<file path="src/rtl/dplca_txop_select.sv">
// DPLCA TXOP ID selection: scans the live claim table for a free TXOP ID,
// advertises a SOFT claim on it, and promotes it to HARD after enough
// table-ageing events pass without another node claiming the same ID.
module dplca_txop_select (
  input  logic         clk,
  input  logic         reset,
  input  logic         dplca_en,
  input  logic         dplca_new_age,
  input  logic         dplca_conflict,
  input  logic [511:0] txop_claim_table_unpacked,
  input  logic [7:0]   dplca_max_id,
  input  logic [15:0]  soft_claim_cycles,
  output logic [7:0]   local_nodeID,
  output logic [1:0]   dplca_txop_claim,
  output logic         claim_valid,
  output logic [2:0]   select_state
);

  localparam logic [1:0] CLAIM_SOFT = 2'b00;
  localparam logic [1:0] CLAIM_HARD = 2'b01;
  localparam logic [1:0] CLAIM_NONE = 2'b10;
  localparam logic [7:0] ID_NONE    = 8'hFF;

  typedef enum logic [2:0] {
    DISABLED   = 3'd0,
    WAIT_TABLE = 3'd1,
    SCAN       = 3'd2,
    SOFT_CLAIM = 3'd3,
    HARD_CLAIM = 3'd4,
    NO_FREE    = 3'd5
  } state_t;

  state_t      state_reg, state_next;
  logic [7:0]  idx_reg, idx_next;
  logic [15:0] age_reg, age_next;
  logic [7:0]  id_reg, id_next;
  logic [1:0]  claim_reg, claim_next;
  logic        valid_reg, valid_next;

  logic [1:0]  table_entry [0:255];
  logic [15:0] age_inc;
  logic [15:0] promote_at;

  // Split the flat table into per-ID entries; the table is only ever read live.
  generate
    for (genvar gi = 0; gi < 256; gi++) begin : g_entry
      assign table_entry[gi] = txop_claim_table_unpacked[2*gi+1:2*gi];
    end
  endgenerate

  assign age_inc    = (age_reg == 16'hFFFF) ? age_reg : age_reg + 16'd1;
  assign promote_at = (soft_claim_cycles == 16'd0) ? 16'd1 : soft_claim_cycles;

  // Next-state logic; priority is enable, then conflict, then table ageing.
  always_comb begin
    state_next = state_reg;
    idx_next   = idx_reg;
    age_next   = age_reg;
    id_next    = id_reg;
    if (!dplca_en) begin
      state_next = DISABLED;
      idx_next   = 8'd1;
      age_next   = 16'd0;
      id_next    = ID_NONE;
    end else begin
      case (state_reg)
        DISABLED: begin
          state_next = WAIT_TABLE;
          idx_next   = 8'd1;
          age_next   = 16'd0;
          id_next    = ID_NONE;
        end
        WAIT_TABLE: begin
          id_next = ID_NONE;
          if (dplca_new_age) begin
            state_next = SCAN;
            idx_next   = 8'd1;
          end
        end
        SCAN: begin
          if (dplca_new_age) begin
            idx_next = 8'd1;
          end else if (idx_reg > dplca_max_id) begin
            // max ID shrank under an active scan: nothing legal is left
            state_next = NO_FREE;
          end else if (table_entry[idx_reg] == CLAIM_NONE) begin
            state_next = SOFT_CLAIM;
            id_next    = idx_reg;
            age_next   = 16'd0;
          end else if (idx_reg == dplca_max_id) begin
            state_next = NO_FREE;
          end else begin
            idx_next = idx_reg + 8'd1;
          end
        end
        SOFT_CLAIM: begin
          if (dplca_conflict) begin
            state_next = WAIT_TABLE;
            id_next    = ID_NONE;
          end else if (dplca_new_age) begin
            if (table_entry[id_reg] == CLAIM_HARD) begin
              state_next = WAIT_TABLE;
              id_next    = ID_NONE;
            end else begin
              age_next = age_inc;
              if (age_inc >= promote_at) state_next = HARD_CLAIM;
            end
          end
        end
        HARD_CLAIM: begin
          if (dplca_conflict) begin
            state_next = WAIT_TABLE;
            id_next    = ID_NONE;
          end
        end
        NO_FREE: begin
          id_next = ID_NONE;
          if (dplca_new_age) begin
            state_next = SCAN;
            idx_next   = 8'd1;
          end
        end
        default: begin
          state_next = DISABLED;
          idx_next   = 8'd1;
          age_next   = 16'd0;
          id_next    = ID_NONE;
        end
      endcase
    end
  end

  // Advertised claim follows the state being entered so it changes on the same edge.
  always_comb begin
    claim_next = CLAIM_NONE;
    valid_next = 1'b0;
    if (state_next == SOFT_CLAIM) begin
      claim_next = CLAIM_SOFT;
      valid_next = 1'b1;
    end else if (state_next == HARD_CLAIM) begin
      claim_next = CLAIM_HARD;
      valid_next = 1'b1;
    end
  end

  // State and output registers with synchronous reset.
  always_ff @(posedge clk) begin
    if (reset) begin
      state_reg <= DISABLED;
      idx_reg   <= 8'd1;
      age_reg   <= 16'd0;
      id_reg    <= ID_NONE;
      claim_reg <= CLAIM_NONE;
      valid_reg <= 1'b0;
    end else begin
      state_reg <= state_next;
      idx_reg   <= idx_next;
      age_reg   <= age_next;
      id_reg    <= id_next;
      claim_reg <= claim_next;
      valid_reg <= valid_next;
    end
  end

  assign local_nodeID     = id_reg;
  assign dplca_txop_claim = claim_reg;
  assign claim_valid      = valid_reg;
  assign select_state     = state_reg;

endmodule

</file>
<file path="config.mk">
export PLATFORM = sky130hd
export DESIGN_NAME = dplca_txop_select
export DESIGN_NICKNAME = d
export VERILOG_FILES = /design/src/rtl/dplca_txop_select.sv
export SDC_FILE = /design/constraint.sdc
export NUM_CORES = 1
export LEC_CHECK = 0
export ABC_CLOCK_PERIOD_IN_PS = 7200
export CORE_AREA = 2 2 217 219
export DETAILED_ROUTE_END_ITERATION = 16
export DIE_AREA = 0 0 219 221
export GPL_TIMING_DRIVEN = 0
export SYNTH_ARGS = -nofsm -noshare
export SYNTH_HDL_FRONTEND = slang
export SYNTH_SLANG_ARGS = --single-unit
</file>
<file path="constraint.sdc">
create_clock -name clk -period 7.2 [get_ports clk]
set_input_delay 1.44 -clock clk [delete_from_list [all_inputs] [get_ports clk]]
set_output_delay 1.44 -clock clk [all_outputs]
set_load 0.05 [all_outputs]
</file>
[Word-level counts from Yosys, hierarchy flattened]
Index checks and enable logic that the tools add are counted.
W data, S select, Z words.
Operators by class
  add/subtract/negate cells: 2
  magnitude comparators: 4
  equal/unequal tests: 24
  muxes and demuxes: 45
  bitwise logic cells: 5
  reductions and logical operators: 10
Operator list (number)
  $mux W16: 8
  $mux W8: 12
  $pmux W16 S3: 1
  $pmux W8 S3: 2
  $mux W3: 11
  $bmux W2 S8: 2
  $ge A9 B9 Y1 const B: 2
  $not A8 Y9: 2
  $add A16 B1 Y16 const B: 1
  $eq A16 B16 Y1 const B: 1
  $ge A16 B16 Y1: 1
  $logic_not A16 Y1: 1
  $ne A3 B3 Y1 const B: 5
  $pmux W3 S5: 1
  $ne A2 B2 Y1 const B: 7
  $mux W2: 6
  $eq A3 B2 Y1 const B: 3
  $eq A3 B3 Y1 const B: 3
  $add A8 B1 Y8 const B: 1
  $eq A8 B8 Y1: 1
  $gt A8 B8 Y1: 1
  $reduce_or A2 Y1: 4
  $reduce_and A7 Y1: 1
  $reduce_and A6 Y1: 1
  other kinds (9): 12
Word-level totals
  flip-flop bits (word level): 38
  bits of input ports: 541
  output and inout port bits: 14

[Longest topological paths before layout]
Gate-level depths: netlist of the first run.
  depth in word-level cells: 13
  mapped depth: 20
  gate-level depth less buffers: 18

[Worst setup path before layout of the first run]
OpenSTA, ideal clock, no wires.
  path kind: input -> register
  start: input soft_claim_cycles[8]
  end: register valid_reg, in the netlist claim_valid
  library setup time: 0.121 ns
  data arrival time: 3.852 ns
  required time: 7.079 ns
  setup slack: 3.227 ns
  stages on the path: 13
  buffers on the path: 0
  cells stage by stage: nor4_1 > a41o_1 > ha_1 > nand2b_1 > a21o_1 > a21o_1 > a21o_1 > a21o_1 > a21oi_1 > o21ai_0 > a31o_2 > nand3_1 > mux2_2
On the way
  word-level cells in the longest chain between the ends: 12
  elaborated cells between the ends (all ways): 13
  classes of those cells: order compare (1); eq/ne (2); mux (9); reduce/logical (1)
RTL lines
  from (decl): line 12  | input logic [15:0] soft_claim_cycles,
  $logic_not A16 Y1: line 52  | assign promote_at = (soft_claim_cycles == 16'd0) ? 16'd1 : soft_claim_cycles;
  $mux W16 (*): line 52
  $ge A16 B16 Y1 (*): line 106  | if (age_inc >= promote_at) state_next = HARD_CLAIM;
  $mux W3 (*): line 106
  $mux W3 (*): line 101  | if (table_entry[id_reg] == CLAIM_HARD) begin
  $mux W3 (*): line 100  | end else if (dplca_new_age) begin
  $mux W3 (*): line 97  | if (dplca_conflict) begin
  $pmux W3 S5 (*): line 66  | case (state_reg)
  $mux W3 (*): line 60  | if (!dplca_en) begin
  $eq A3 B3 Y1: line 140  | end else if (state_next == HARD_CLAIM) begin
  $mux W1: line 140
  $mux W1 (*): line 137  | if (state_next == SOFT_CLAIM) begin
  to (signal assigned): line 161  | valid_reg <= valid_next;
  to (decl): line 38  | logic valid_reg, valid_next;
Mark *: on every way between the ends. The rest lies on a longest branch, timed or not.
A chain may end at the register's enable or synchronous reset.

[Worst setup path after layout of the first run]
  start: input txop_claim_table_unpacked[200]
  end: register id_reg[0], in the netlist local_nodeID[0]
On the way
  word-level cells in the longest chain between the ends: 6
  elaborated cells between the ends (all ways): 11
  classes of those cells: eq/ne (4); mux (6); reduce/logical (1)
RTL lines
  from (decl): line 10  | input logic [511:0] txop_claim_table_unpacked,
  $bmux W2 S8 (on tied branches): line 101, 86
  $mux W2 (on tied branches) (2 in series): line 101, 86
  $eq A2 B1 Y1 / $eq A2 B2 Y1 (equally long branches): line 101, 86
  $ne A3 B3 Y1 (no line) / $ne A2 B2 Y1 (equally long branches)
  $reduce_and A6 Y1 (no line) (*)
  to (signal assigned): line 159  | id_reg <= id_next;
  to (decl): line 36  | logic [7:0] id_reg, id_next;
Mark *: on every way between the ends. The rest lies on a longest branch, timed or not. The select of a mux whose other input is x is not followed.

==> flow_metrics.env, run 1 <==
export IMPL_fmax_mhz=188
export IMPL_max_slew_margin_rel_pct=6.51
export IMPL_skew_ns=0.0129
export IMPL_synth_net_count=1989
export IMPL_fin_ws_ns=1.89
export IMPL_row_count=79
export IMPL_seq_area_frac_synth_pct=7.50
export IMPL_cts_post_setup_buffers_inserted=0
export IMPL_synthesis_instances=1422
export IMPL_largest_reg_flops=16
export IMPL_endpoint_kind="register"
export IMPL_synth_edf_count=0
export IMPL_layout_area_seq_um2=761
export IMPL_power_per_cell_area_mw_per_mm2=66.3
export IMPL_core_area_mm2=0.0461
export IMPL_final_antenna_net_count=0
export IMPL_dp_final_hpwl_um=73900
export IMPL_global_route_wire_length_before_repair_um=125000
export IMPL_largest_net_degree_at_the_start_of_global_routing=14
export IMPL_ctsHoldBuffers=0
export IMPL_syn_area_mm2=0.0101
export IMPL_total_leakage_power_nw=6.37
export IMPL_path_common_cell="sky130_fd_sc_hd__a31oi_4"
export IMPL_chipWidth_um=219
export IMPL_wl_per_cell_um=35.6
export IMPL_remaining_drcs=0
export IMPL_total_routing_usage_reported_by_global_routing_pct=36.6
export IMPL_cts_repair_resize_count=0
export IMPL_critical_path_max_stage_delay_ns=0.68
export IMPL_crit_path_start_kind="input pin"
export IMPL_arrival_ns=5.53
export IMPL_tritoncts_clock_tree="built"
export IMPL_run_status="complete, no violations"
export IMPL_layout_area_overhead_vs_synth_pct=64.1
export IMPL_num_fill_cells=4916
export IMPL_avgViaCountPerCell=6.15
export IMPL_report_final_slew_viol_count=0
export IMPL_portBuffers=554
export IMPL_cell_at_the_root_of_the_clock_tree="sky130_fd_sc_hd__clkbuf_16"
export IMPL_timing_final_crit_share_pct=73.7
export IMPL_gpl_final_weighted_congestion=0.983
export IMPL_synth_seq_cells=38
export IMPL_ir_drop_mv=0.119
export IMPL_worst_ep_required_time_ns=7.42
export IMPL_layout_commonest_cell="sky130_fd_sc_hd__clkdlybuf4s50_1"
export IMPL_cts_sinks=38
export IMPL_grt_pass1_vias=16200
export IMPL_die_height_um=221
export IMPL_drt_pass1_iterations=6
export IMPL_critical_path_max_fanout=8
export IMPL_postSynth_topFlopCell="sky130_fd_sc_hd__dfxtp_1"
export IMPL_crit_path_top_delay_cell="sky130_fd_sc_hd__o311ai_1"
export IMPL_hold_violations=0
export IMPL_detail_route_wirelength_um=92500
export IMPL_async_flop_share_pct=0
export IMPL_min_path_type="register to register"
export IMPL_cts_max_level=2
export IMPL_cts_inserted_buffers=5
export IMPL_timing_max_cap_violations=0
export IMPL_timing_critical_path_cells="clkdlybuf4s50_1, nand2b_1, mux4_2, a2111oi_0, a41oi_1, o311ai_1, a311oi_1, a31oi_4, a31oi_4, a211oi_4, mux2i_1"
export IMPL_rsz0062_at_grt="false"
export IMPL_layout_common_cells="554 x sky130_fd_sc_hd__clkdlybuf4s50_1, 157 x sky130_fd_sc_hd__nand2_1, 139 x sky130_fd_sc_hd__inv_1, 97 x sky130_fd_sc_hd__nor2_1, 66 x sky130_fd_sc_hd__nand2b_1"
export IMPL_antenna_found_initial=11
export IMPL_setup_total_negative_slack_ns=0
export IMPL_dpl_worst_slack_ns=1.71
export IMPL_clk_pin_slew_worst_paths_ns=0.07
export IMPL_tightestPinTransition_ns=1.40
export IMPL_clock_insertion_delay_worst_skew_ns=0.30
export IMPL_clockBufferDepth=2
export IMPL_ioPinCount=555
export IMPL_post_route_cells_drive_above_1_share_pct=8.77
export IMPL_die_area_mm2=0.0484
export IMPL_synth_lib_cells_used_distinct=86
export IMPL_synth_yosys_warnings=0
export IMPL_dr_first_iter_drc_count=1832
export IMPL_globalRoute_totalOverflow=0
export IMPL_setup_violations_final=0
export IMPL_critical_path_class="input pin to register"
export IMPL_via_count=16000
export IMPL_syn_area_per_cell_um2=7.13
export IMPL_area_occupied_by_multi_input_gates_mm2=0.00826
export IMPL_floorplan_initialDensity_pct=22.0
export IMPL_timing_final_crit_period_ns=5.31
export IMPL_nNetsFinal=2550
[logic make-up (layout without fill, tap and decap cells)]
kind of cell	after synthesis	count (layout)	synth area share [%]
DFF	38	38	7.50
AOI/OAI and AO/OA	450	450	34.1
and+or+nand+nor	557	557	29.4
buffers and inverters	253	815	11.0
muxes	85	85	13.7
adders and majority gates	27	27	3.31
xor gates and xnor gates	12	12	1.04
other	0	9	0
[layout make-up]
cell class,count,share of cell area (%)
Timing Repair Buffer,554,33.3
Tap cell,607,4.57
Clock buffer,5,0.752
Antenna cell,9,0.135
Buffer,110,3.47
Sequential cell,38,4.57
Clock inverter,3,0.271
Inverter,143,3.23
Multi-Input combinational cell,1131,49.7
[stage by stage]
| step | power, W | hold WS, ns | cells | cell area (µm²) | utilization (%) |
|---|---|---|---|---|---|
| 2_1_floorplan | 0.000393 | 0.468 | 1422 | 10100 | - |
| 3_3_place_gp | 0.000818 | 0.497 | 2583 | 16400 | 35.7 |
| 3_5_place_dp | 0.000821 | 0.504 | 2583 | 16400 | 35.7 |
| 4_1_cts | 0.00109 | 0.520 | 2591 | 16600 | 36.1 |
| 5_1_grt | 0.00114 | 0.544 | 2597 | 16600 | 36.1 |
| 6_report | 0.00110 | 0.518 | 2600 | 16600 | 36.1 |
[power by group]
| group | leakage (nW) | total [W] | internal (W) | switching, W |
|---|---|---|---|---|
| Clock | 0.0761 | 0.000271 | 0.000164 | 0.000107 |
| Sequential | 0.307 | 0.000213 | 0.000211 | 0.00000143 |
| Combinational | 5.99 | 0.000619 | 0.000366 | 0.000253 |
[cell usage after synthesis (all sizes together) (21+ instances only)]
cell type | number | area [µm²]
a21oi | 49 | 245
a311oi | 21 | 184
a32oi | 28 | 245
buf | 84 | 479
clkbuf | 26 | 97.6
dfxtp | 38 | 761
ha | 26 | 325
inv | 143 | 537
mux2i | 33 | 330
mux4 | 42 | 946
nand2 | 157 | 589
nand2b | 66 | 413
nand3 | 21 | 105
nor2 | 98 | 375
nor2b | 35 | 219
nor3 | 29 | 145
nor3b | 35 | 268
o211ai | 25 | 188
o21ai | 59 | 295
o221ai | 29 | 254
o311ai | 22 | 193
o32ai | 49 | 429
[routing by layer]
| metal | vias to the layer above | track usage (%) | share of wire [%] |
|---|---|---|---|
| met4 | 8 | 21.5 | 7.1 |
| met5 | - | 0 | 0.055 |
| met1 | 7670 | 43.1 | 37 |
| met3 | 363 | 10.7 | 11 |
| met2 | 1328 | 58.9 | 45 |
| li1 | 6619 | - | - |
[worst paths after layout]
| kind | startpoint | end | slack [ns] | cells past startpoint |
|---|---|---|---|---|
| worst max-delay path | txop_claim_table_unpacked[200] | local_nodeID[0]$_SDFFE_PP1P_ | 1.89 | 11 |
| worst min-delay path | age_reg[10]$_SDFFE_PP0P_ | age_reg[10]$_SDFFE_PP0P_ | 0.52 | 1 |
| worst max register to register | local_nodeID[3]$_SDFFE_PP1P_ | age_reg[2]$_SDFFE_PP0P_ | 2.05 | 13 |
| worst min register to register | age_reg[10]$_SDFFE_PP0P_ | age_reg[10]$_SDFFE_PP0P_ | 0.52 | 1 |
[critical path: cells and delay by family]
family | cells | cell delay, ns
AO/OA/AOI/OAI | 7 | 2.68
multiplexers | 2 | 0.75
buffers and inverters | 1 | 0.47
AND/OR/NAND/NOR | 1 | 0.17
No activity file was read; power rests on OpenSTA's default activity.
==> run 2: changes to the inputs <==
--- a/config.mk
+++ b/config.mk
@@ -5,7 +5,7 @@
 export SDC_FILE = /design/constraint.sdc
 export NUM_CORES = 1
 export LEC_CHECK = 0
-export ABC_CLOCK_PERIOD_IN_PS = 7200
+export ABC_CLOCK_PERIOD_IN_PS = 5500
 export CORE_AREA = 2 2 217 219
 export DETAILED_ROUTE_END_ITERATION = 16
 export DIE_AREA = 0 0 219 221
==> constraint.sdc (replaced) <==
create_clock -name clk -period 5.5 [get_ports clk]
set_input_delay 1.1 -clock clk [delete_from_list [all_inputs] [get_ports clk]]
set_output_delay 1.1 -clock clk [all_outputs]
set_load 0.05 [all_outputs]
==> run 2 against run 1 <==
Net effect:
- sequential share of layout area did not move
- routed wire length about the same
- via count rose by 0.38%
- core utilization stayed put
- hold slack about the same
- register-to-register slack got worse by 1.7 ns
- final area unchanged
- sequential cell count unchanged
- clock skew rose by 0.00091 ns
==> flow_metrics.env, run 2 (synthesized netlist as in run 1, its figures left out) <==
export IMPL_cts_max_level=2
export IMPL_dpl_worst_slack_ns=0.350
export IMPL_layout_commonest_cell="sky130_fd_sc_hd__clkdlybuf4s50_1"
export IMPL_fin_ws_ns=0.347
export IMPL_portBuffers=554
export IMPL_via_count=16000
export IMPL_drt_pass1_iterations=8
export IMPL_timing_final_crit_period_ns=5.15
export IMPL_skew_ns=0.0138
export IMPL_rsz0062_at_grt="false"
export IMPL_num_fill_cells=4917
export IMPL_die_height_um=221
export IMPL_worstPathBufferInverterCount=4
export IMPL_timing_critical_path_cells="buf_2, clkbuf_1, o221ai_1, a21oi_1, o41ai_1, a311oi_1, nand3_1, and3_1, buf_2, o31a_1, buf_6, or2_4, o221a_1"
export IMPL_largest_net_degree_at_the_start_of_global_routing=14
export IMPL_layout_area_seq_um2=761
export IMPL_arrival_ns=5.34
export IMPL_endpoint_kind="register"
export IMPL_global_route_wire_length_before_repair_um=125000
export IMPL_crit_path_top_delay_cell="sky130_fd_sc_hd__clkbuf_1"
export IMPL_die_area_mm2=0.0484
export IMPL_hold_violations=0
export IMPL_fmax_mhz=194
export IMPL_run_status="complete, no violations"
export IMPL_critical_path_max_fanout=11
export IMPL_largest_reg_flops=16
export IMPL_remaining_drcs=0
export IMPL_chipWidth_um=219
export IMPL_ioPinCount=555
export IMPL_max_slew_margin_rel_pct=8.04
export IMPL_report_final_slew_viol_count=0
export IMPL_critical_path_class="register to register"
export IMPL_total_leakage_power_nw=6.37
export IMPL_cts_sinks=38
export IMPL_fin_util_pct=36.1
export IMPL_gpl_final_weighted_congestion=0.983
export IMPL_layout_common_cells="554 x sky130_fd_sc_hd__clkdlybuf4s50_1, 157 x sky130_fd_sc_hd__nand2_1, 139 x sky130_fd_sc_hd__inv_1, 97 x sky130_fd_sc_hd__nor2_1, 66 x sky130_fd_sc_hd__nand2b_1"
export IMPL_cts_repair_resize_count=0
export IMPL_clock_insertion_delay_worst_skew_ns=0.30
export IMPL_path_common_cell="sky130_fd_sc_hd__buf_2"
export IMPL_clockBufferDepth=2
export IMPL_layout_area_overhead_vs_synth_pct=64.1
export IMPL_row_count=79
export IMPL_grt_pass1_vias=16200
export IMPL_ctsHoldBuffers=0
export IMPL_min_delay_path_depth=1
export IMPL_worst_r2r_endpoint="age_reg[2]$_SDFFE_PP0P_"
export IMPL_critical_path_max_stage_delay_ns=0.92
export IMPL_min_delay_start="age_reg[10]$_SDFFE_PP0P_"
export IMPL_timing_max_cap_violations=0
export IMPL_total_routing_usage_reported_by_global_routing_pct=36.7
export IMPL_tightestPinTransition_ns=1.38
export IMPL_min_delay_worst_endpoint="age_reg[10]$_SDFFE_PP0P_"
export IMPL_globalRoute_totalOverflow=0
export IMPL_crit_path_start_kind="register"
export IMPL_worst_path_dominant_cell_family="compound AO/OA/AOI/OAI gates"
export IMPL_detail_route_wirelength_um=92400
export IMPL_clk_pin_slew_worst_paths_ns=0.07
export IMPL_cts_inserted_buffers=5
export IMPL_design_power_total_w=0.00144
export IMPL_post_route_cells_drive_above_1_share_pct=8.77
export IMPL_worstReg2RegStart="local_nodeID[3]$_SDFFE_PP1P_"
export IMPL_worst_ep_required_time_ns=5.69
export IMPL_wl_per_cell_um=35.6
export IMPL_ir_drop_mv=0.156
export IMPL_dp_final_hpwl_um=73900
export IMPL_floorplan_initialDensity_pct=22.0
export IMPL_avgViaCountPerCell=6.17
export IMPL_area_occupied_by_multi_input_gates_mm2=0.00826
export IMPL_final_antenna_net_count=0
export IMPL_timing_reg2reg_worst_path_depth=13
export IMPL_dr_first_iter_drc_count=1741
export IMPL_min_path_type="register to register"
export IMPL_timing_final_crit_share_pct=93.7
export IMPL_core_area_mm2=0.0461
export IMPL_power_per_cell_area_mw_per_mm2=86.8
export IMPL_setup_violations_final=0
export IMPL_cell_at_the_root_of_the_clock_tree="sky130_fd_sc_hd__clkbuf_16"
export IMPL_tritoncts_clock_tree="built"
export IMPL_nNetsFinal=2550
export IMPL_antenna_found_initial=11
export IMPL_setup_total_negative_slack_ns=0
export IMPL_r2r_slack_ns=0.35
export IMPL_cts_post_setup_buffers_inserted=0
[run 2: cell counts in the layout (fill, tap and decap cells not counted)]
Identical to the previous run, type by type.
[run 2: final cells by class]
| class | instances | share of cell area, % |
|---|---|---|
| multi-input cells | 1131 | 49.7 |
| repair buffers | 554 | 33.3 |
| flip-flops and latches | 38 | 4.57 |
| well taps | 607 | 4.57 |
| plain buffers | 110 | 3.47 |
| inverters | 143 | 3.23 |
| clock buffers | 5 | 0.752 |
| clock inverters | 3 | 0.271 |
| diodes | 9 | 0.135 |
[run 2: worst max-delay path by stage]
stage                                               from                            to  slack, ns  depth (start not counted)
final                       local_nodeID[3]$_SDFFE_PP1P_       age_reg[2]$_SDFFE_PP0P_       0.35                         13
after global routing        local_nodeID[3]$_SDFFE_PP1P_       age_reg[2]$_SDFFE_PP0P_       0.45                         13
after CTS                   local_nodeID[3]$_SDFFE_PP1P_       age_reg[2]$_SDFFE_PP0P_       0.60                         13
after detailed placement  txop_claim_table_unpacked[200]  local_nodeID[0]$_SDFFE_PP1P_       0.35                         11
after global placement    txop_claim_table_unpacked[200]  local_nodeID[0]$_SDFFE_PP1P_       0.30                         11
after floorplan                  age_reg[6]$_SDFFE_PP0P_        claim_valid$_SDFF_PP0_       1.75                         19
[run 2: report_power, final]
part	internal (W)	switching, W	total [W]
clock network	0.000215	0.000140	0.000354
logic	0.000479	0.000332	0.000811
registers	0.000276	0.00000187	0.000278
[run 2: worst reg2reg max path, stage by stage (launching register included)]
cell,delay [ns]
sky130_fd_sc_hd__dfxtp_1,0.57
sky130_fd_sc_hd__buf_2,0.40
sky130_fd_sc_hd__clkbuf_1,0.92
sky130_fd_sc_hd__o221ai_1,0.44
sky130_fd_sc_hd__a21oi_1,0.32
sky130_fd_sc_hd__o41ai_1,0.13
sky130_fd_sc_hd__a311oi_1,0.39
sky130_fd_sc_hd__nand3_1,0.30
sky130_fd_sc_hd__and3_1,0.24
sky130_fd_sc_hd__buf_2,0.20
sky130_fd_sc_hd__o31a_1,0.40
sky130_fd_sc_hd__buf_6,0.18
sky130_fd_sc_hd__or2_4,0.29
sky130_fd_sc_hd__o221a_1,0.27
[run 2: layer usage]
metal	part of all wire (%)	GRT usage (%)
met1	37	43.2
met2	45	58.9
met3	11	10.7
met4	6.7	21.5
met5	0.055	0
[run 2: stage by stage]
| stage | instances | hold slack, ns | instance area, µm² |
|---|---|---|---|
| 2_1_floorplan | 1422 | 0.468 | 10100 |
| 3_3_place_gp | 2583 | 0.497 | 16400 |
| 3_5_place_dp | 2583 | 0.504 | 16400 |
| 4_1_cts | 2591 | 0.520 | 16600 |
| 5_1_grt | 2597 | 0.544 | 16600 |
| 6_report | 2600 | 0.518 | 16600 |
